$ cat src/rtl/dmem_arb_pkg.sv
`default_nettype none
// ============================================================================
//  Module      : dmem_arb_pkg
//  Description : Shared types and constants for the data-memory arbiter.
//  Revision    : 1.0  initial release
// ============================================================================
package dmem_arb_pkg;

    // Arbiter FSM encoding
    typedef enum logic [1:0] {
        ST_ARB   = 2'd0,
        ST_LOCK0 = 2'd1,
        ST_LOCK1 = 2'd2
    } arb_state_t;

    localparam int c_port_core = 0;   // core load/store unit
    localparam int c_port_load = 1;   // program loader / debug
    localparam int c_xlen      = 32;

endpackage : dmem_arb_pkg
`default_nettype wire

$ cat src/rtl/rr_arb2.sv
`default_nettype none
// ============================================================================
//  Module      : rr_arb2
//  Description : Two-way round-robin pick with lock override (combinational).
//  Revision    : 1.0  initial release
// ============================================================================
module rr_arb2
    import dmem_arb_pkg::*;
(
    input  arb_state_t state,
    input  logic       req0,
    input  logic       req1,
    input  logic       last,
    output logic       gnt0,
    output logic       gnt1
);

    // A held lock wins while its owner keeps requesting; otherwise the port
    // that was not served last wins a tie.
    always_comb begin
        gnt0 = 1'b0;
        gnt1 = 1'b0;
        if ((state == ST_LOCK0) && req0) begin
            gnt0 = 1'b1;
        end else if ((state == ST_LOCK1) && req1) begin
            gnt1 = 1'b1;
        end else if (req0 && req1) begin
            gnt0 = last;
            gnt1 = ~last;
        end else begin
            gnt0 = req0;
            gnt1 = req1;
        end
    end

endmodule : rr_arb2
`default_nettype wire

$ cat src/rtl/dmem_arbiter.sv
`default_nettype none
// ============================================================================
//  Module      : dmem_arbiter
//  Description : Shares the single-port data memory between the core LSU and
//                the loader/debug port; round-robin with lock, bounds check,
//                registered read responses.
//  Revision    : 1.0  initial release
// ============================================================================
module dmem_arbiter
    import dmem_arb_pkg::*;
#(
    parameter int DEPTH      = 64,
    parameter int ADDR_CHECK = 1
) (
    input  logic              clk,
    input  logic              rst,
    input  logic              req0,
    input  logic              req1,
    input  logic              we0,
    input  logic              we1,
    input  logic [c_xlen-1:0] a0,
    input  logic [c_xlen-1:0] a1,
    input  logic [c_xlen-1:0] wd0,
    input  logic [c_xlen-1:0] wd1,
    input  logic              lock0,
    input  logic              lock1,
    output logic              gnt0,
    output logic              gnt1,
    output logic              rvalid0,
    output logic              rvalid1,
    output logic [c_xlen-1:0] rd0,
    output logic [c_xlen-1:0] rd1,
    output logic              err,
    output logic              mem_we,
    output logic [c_xlen-1:0] mem_a,
    output logic [c_xlen-1:0] mem_wd,
    input  logic [c_xlen-1:0] mem_rd
);

    localparam logic [c_xlen-3:0] c_depth = (c_xlen-2)'(DEPTH);

    arb_state_t        r_state;
    arb_state_t        w_state_next;
    logic              r_last;
    logic              w_pick0;
    logic              w_pick1;
    logic              w_gnt0;
    logic              w_gnt1;
    logic              w_any;
    logic [c_xlen-1:0] w_addr;
    logic              w_in_range;
    logic              w_rd0;
    logic              w_rd1;

    logic              r_rvalid0;
    logic              r_rvalid1;
    logic [c_xlen-1:0] r_rd0;
    logic [c_xlen-1:0] r_rd1;
    logic              r_err;

    rr_arb2 u_rr_arb2 (
        .state (r_state),
        .req0  (req0),
        .req1  (req1),
        .last  (r_last),
        .gnt0  (w_pick0),
        .gnt1  (w_pick1)
    );

    // FSM state register
    always_ff @(posedge clk or posedge rst) begin
        if (rst) begin
            r_state <= ST_ARB;
        end else begin
            r_state <= w_state_next;
        end
    end

    // Grants (killed during reset so no access leaks out) and next lock state
    always_comb begin
        w_gnt0       = w_pick0 & ~rst;
        w_gnt1       = w_pick1 & ~rst;
        w_state_next = ST_ARB;
        if (w_gnt0 && lock0) begin
            w_state_next = ST_LOCK0;
        end else if (w_gnt1 && lock1) begin
            w_state_next = ST_LOCK1;
        end
    end

    // Memory-side mux; idle cycles drive zeros so the bus is quiet
    always_comb begin
        w_any  = w_gnt0 | w_gnt1;
        w_addr = w_gnt1 ? a1 : a0;
        w_in_range = (ADDR_CHECK == 0) || (w_addr[c_xlen-1:2] < c_depth);
        w_rd0  = w_gnt0 & ~we0;
        w_rd1  = w_gnt1 & ~we1;
        mem_we = ((w_gnt0 & we0) | (w_gnt1 & we1)) & w_in_range;
        mem_a  = w_any ? w_addr : '0;
        mem_wd = w_gnt1 ? wd1 : (w_gnt0 ? wd0 : '0);
    end

    // Remember who was served last; idle cycles leave it alone
    always_ff @(posedge clk or posedge rst) begin
        if (rst) begin
            r_last <= 1'(c_port_load);
        end else if (w_any) begin
            r_last <= w_gnt1;
        end
    end

    // Registered read responses and out-of-range error pulse
    always_ff @(posedge clk or posedge rst) begin
        if (rst) begin
            r_rvalid0 <= 1'b0;
            r_rvalid1 <= 1'b0;
            r_rd0     <= '0;
            r_rd1     <= '0;
            r_err     <= 1'b0;
        end else begin
            r_rvalid0 <= w_rd0;
            r_rvalid1 <= w_rd1;
            if (w_rd0) begin
                r_rd0 <= w_in_range ? mem_rd : '0;
            end
            if (w_rd1) begin
                r_rd1 <= w_in_range ? mem_rd : '0;
            end
            r_err <= w_any & ~w_in_range;
        end
    end

    assign gnt0    = w_gnt0;
    assign gnt1    = w_gnt1;
    assign rvalid0 = r_rvalid0;
    assign rvalid1 = r_rvalid1;
    assign rd0     = r_rd0;
    assign rd1     = r_rd1;
    assign err     = r_err;

endmodule : dmem_arbiter
`default_nettype wire

$ cat config.mk
export PLATFORM = sky130hd
export DESIGN_NAME = dmem_arbiter
export DESIGN_NICKNAME = d
export VERILOG_FILES = /design/src/rtl/dmem_arb_pkg.sv /design/src/rtl/rr_arb2.sv /design/src/rtl/dmem_arbiter.sv
export SDC_FILE = /design/constraint.sdc
export NUM_CORES = 1
export LEC_CHECK = 0
export CAP_MARGIN = 20
export CORE_AREA = 2 2 116 118
export CTS_BUF_LIST = sky130_fd_sc_hd__clkbuf_8
export DETAILED_ROUTE_END_ITERATION = 8
export DIE_AREA = 0 0 118 120
export PLACE_DENSITY = 0.76
export SYNTH_ARGS = -nofsm -noshare
export SYNTH_HDL_FRONTEND = slang
export SYNTH_SLANG_ARGS = --single-unit
$ cat constraint.sdc
create_clock -name clk -period 5.45 [get_ports clk]
set_input_delay 1.09 -clock clk [delete_from_list [all_inputs] [get_ports clk]]
set_output_delay 1.09 -clock clk [all_outputs]
set_load 0.02 [all_outputs]
# Yosys cells after proc, flatten, opt, wreduce, memory -nomap -nowiden
# Cells that the tools add are included.
word_totals:
  register_bits: 70
  inputBits: 168
  output_inout_bits: 134
  word_cells: 43
op_classes:
  magnitude_cmp: 1
  n_eq_ne: 2
  n_mux: 13
  bitwise_logic: 15
  n_reduce_logical: 5
op_table:
  columns: ["operator", "count"]
  rows:
  - ["2-to-1 mux 32 bit", 5]
  - ["less-than comparator 30 x 7 -> 1 bit (second input constant)", 1]
  - ["AND 1 bit", 8]
  - ["2-to-1 mux 1 bit", 6]
  - ["logical AND 1 bit", 5]
  - ["NOT 1 bit", 5]
  - ["2-to-1 mux 2 bit", 2]
  - ["== test 2 x 1 -> 1 bit (second input constant)", 1]
  - ["== test 2 bit (second input constant)", 1]
  - ["bitwise OR 1 bit", 2]

# Longest topological paths before layout
depth:
  ltp_word: 9
  depth_mapped: 9

# By module
# A second synthesis with hierarchy kept.
unflattened:
  hier_cells: 404
  area_unflattened_um2: 3597.2
modules_own_cells:
  columns: ["module", "n_inst", "cells_each", "area_per_inst_um2"]
  rows:
  - ["dmem_arbiter", 1, 398, 3558.4]
  - ["rr_arb2", 1, 6, 38.8]

# Least setup slack after synthesis
# OpenSTA, ideal clock, no wires.
synth_timing:
  path_type: "in2out"
  startpoint: "in rst"
  endpoint: "out mem_we"
  t_arrival_ns: 3.993
  path_slack_ns: 0.367
  cell_stages: 6
  path_cell_list: "inv_1 > nand2_1 > a21oi_2 > clkbuf_1 > nand2_1 > o21ai_0"
synth_via:
  elab_chain_len: 5
  word_cells_on_any_way: 9
  classes_between: "1 x order compare; 1 x mux; 7 x bitwise"
synth_lines:
  columns: ["element", "line_no", "text"]
  rows:
  - ["start, declared", "dmem_arbiter.sv:16", "input logic rst,"]
  - ["NOT 1 bit", "dmem_arbiter.sv:81", "w_gnt0 = w_pick0 & ~rst;"]
  - ["AND 1 bit", "dmem_arbiter.sv:81", null]
  - ["net gnt0", "dmem_arbiter.sv:27", "output logic gnt0,"]
  - ["AND 1 bit", "dmem_arbiter.sv:98", "mem_we = ((w_gnt0 & we0) | (w_gnt1 & we1)) & w_in_range;"]
  - ["bitwise OR 1 bit", "dmem_arbiter.sv:98", null]
  - ["AND 1 bit", "dmem_arbiter.sv:98", null]
  - ["end, declared", "dmem_arbiter.sv:34", "output logic mem_we,"]
# The timed path passes the listed nets, and every way through them passes these cells.

# Worst setup path in the final report
layout_timing:
  startpoint: "in a0[30]"
  endpoint: "out mem_we"
layout_via:
  elab_chain_len: 3
layout_lines:
  columns: ["element", "line_no", "text"]
  rows:
  - ["start, declared", "dmem_arbiter.sv:21", "input logic [c_xlen-1:0] a0,"]
  - ["2-to-1 mux 32 bit", "dmem_arbiter.sv:94", "w_addr = w_gnt1 ? a1 : a0;"]
  - ["less-than comparator 30 x 7 -> 1 bit", "dmem_arbiter.sv:95", "w_in_range = (ADDR_CHECK == 0) || (w_addr[c_xlen-1:2] < c_depth);"]
  - ["AND 1 bit", "dmem_arbiter.sv:98", null]
# Every way passes these cells.

==> metrics <==
RSZ-0062 raised after global routing=no; asr flop ratio synth=100%; Cells after Synth=371; later-pin clock latency in the skew report=0.34 ns; Hold Crit Start=rd1[4]; PD cells=192 nW/µm²; core area=13000 µm²; Buffers on Ports=301; Max Slew Vio Count=0; CTS resizes=0; Die X=118 µm; critical path required time=4.36 ns; Layout area overhead=95.1%; Num CTS Buffers=9; H-tree depth=3; Worst-Margin Slew=0.892 ns; vias in the first global route=4263; Synth warnings=0; Residual DRC=0; worst min-delay path class=reg -> reg; mean post-synth cell area=9.50 µm²; leak pwr=2.66 nW; Die ar.=14200 µm²; grt peak-use layer=met2; Post-synth EDFFs=0; register share of total power=39.8%; Final WS setup=0.676 ns; CTS tree=yes; Via-to-Cell Ratio=5.05; final std cells w/o fill=834; worst-path cell chain=clkdlybuf4s50_1 > nor4_1 > nand4_1 > nor2_1 > mux2i_4 > o21ai_0 > clkdlybuf4s50_1; Clock Skew=0.00674 ns; I/O pins=302; count leader, synth=nand2_1; Crit. End Element=primary output; FP Rows=42; detailed placement HPWL=13600 µm; total track usage=23.0%; Worst setup SP type=input port; Seq/Total Area, Yosys=49.8%; final setup violation count=0; Clock Power Share=30.3%; Global Route met3 Usage=5.85%; GRT overflow=0; Diodes inserted=0; fillers=1188; Worst path slowest cell=clkdlybuf4s50_1; critical path type=in -> out; via count=4215; Setup WS pre-CTS=0.681 ns; 1st-pass router iterations=5; Post-Place Cells=821; max incr delay on CP=0.70 ns; gp weighted congestion=0.909; detailed-route wire length per cell=20.2 µm; initial core utilization=27.1%; Yosys top cell by area=dfrtp_1; delay-heaviest family, CP=buffers and inverters; synth cell count leaders=nand2_1, dfrtp_1, a22o_1, o21ai_0, o2bb2ai_1; Design Area, Final=6870 µm²; reg2reg start=r_last; CTS Sinks=70; # Post-CTS Setup Buffers=0; Net Switching=0.000367 W; Die Y=120 µm; ANT nets after route=0; WL final=16800 µm; Main synth FF type=dfrtp_1; Post-DP Area=6700 µm²; Final Hold Fails=0; share of layout cells above drive strength 1=4.26%; hold_buf cts=0; Sw Share=27.8%; Seq cells post-synth=70; Clock Tree Root=clkbuf_8; CP arrival=3.68 ns; Max-slew headroom=40.5%; Synth top area share=49.0%; largest net degree at the start of global routing=71; Worst Setup SP=a0[30]; most area-consuming cells after synthesis=dfrtp_1, a22o_1, nand2_1; peak supply drop=0.0811 mV; fin crit share=87.6%; Max clock buf depth=2; P_int=0.000952 W; Netlist cell types=26; Clk pin slew, worst setup/hold paths=0.07 ns; # nets final=824; sum of negative setup slack=0 ns; Comb pwr share=29.9%; DRT iter0 DRCs=319; initial antenna violation count=0; global-route wire length before repair=24700 µm; Cell Area, Synth=3520 µm²; status=complete, no violations; crit path time final=4.77 ns; max-cap violation count=0; met2 usage in global routing=40.2%; M1 GR Usage=27.2%; Synth Net Count=539; fmax=0.209 GHz; CP max FO=2; CP Buf/Inv Count=2; CP most frequent cell=clkdlybuf4s50_1
## power by group through the flow
stage          combinational (W)  clock [W]  sequential (W)
6_report                0.000394   0.000400        0.000525
4_1_cts                 0.000394   0.000411        0.000525
5_1_grt                 0.000413   0.000430        0.000525
2_1_floorplan           0.000143          0        0.000537
3_3_place_gp            0.000389          0        0.000535
3_5_place_dp            0.000393          0        0.000535
## logic make-up (layout without fill, tap and decap cells)
logic type	Yosys count	after routing	synth area share, %
buffers and inverters	44	331	5.47
multiplexers	1	1	0.639
adder cells (fa/ha/maj)	1	1	0.320
AO/OA/AOI/OAI	134	134	29.5
flip-flops	70	70	49.8
AND/OR/NAND/NOR	121	121	14.3
## registers in the layout (all words and copies together), names as in the netlist
| name | cells |
|---|---|
| rd0 | 32 |
| r_state | 2 |
| err | 1 |
| rvalid0 | 1 |
| r_last | 1 |
| rd1 | 32 |
| rvalid1 | 1 |
## routing by layer
layer	up-vias	share of wire, %
met5	-	0
met4	0	2.9
met3	34	8.5
met2	247	51
met1	2020	38
li1	1914	-
## tightest hold or removal path, stage by stage (launching register included)
cell	delay [ns]
dfrtp_1	0.34
nand2_1	0.04
o21ai_0	0.06
## final timing paths
path	to	slack (ns)	cells past startpoint
worst max register to register	rd0[19]	2.93	7
worst min-delay path	rd1[4]	0.48	2
worst max-delay path	mem_we	0.68	7
worst min register to register	rd1[4]	0.48	2
min in group asynchronous	r_state[1]	1.36	3
max in group asynchronous	rd1[0]	3.47	3
## cells in the final DEF (no fill, tap or decap), drive strengths merged, types with 2 or more instances in the layout
| master | count |
|---|---|
| a22o | 64 |
| and2 | 2 |
| buf | 8 |
| clkbuf | 10 |
| clkdlybuf4s50 | 301 |
| dfrtp | 69 |
| inv | 10 |
| nand2 | 100 |
| nand4 | 2 |
| nor2 | 2 |
| nor4 | 12 |
| o21ai | 34 |
| o2bb2ai | 32 |
## per-stage QoR
step | hold WS (ns) | power (W) | utilization (%)
after floorplan | 0.482 | 0.000680 | -
after global placement | 0.463 | 0.000924 | 51.6
after detailed placement | 0.470 | 0.000928 | 51.6
after CTS | 0.486 | 0.00133 | 52.9
after global routing | 0.504 | 0.00137 | 52.9
final | 0.479 | 0.00132 | 52.9
## final cells by class
cell class              count  area (µm²)  area share, %
repair buffers            309        3100           45.1
flip-flops and latches     70        1750           25.5
multi-input cells         257        1590           23.2
well taps                 176         220           3.20
clock buffers              10         138           2.00
clock inverters             3        38.8          0.564
inverters                   9        33.8          0.492
Power figures use the tool's default switching activity.
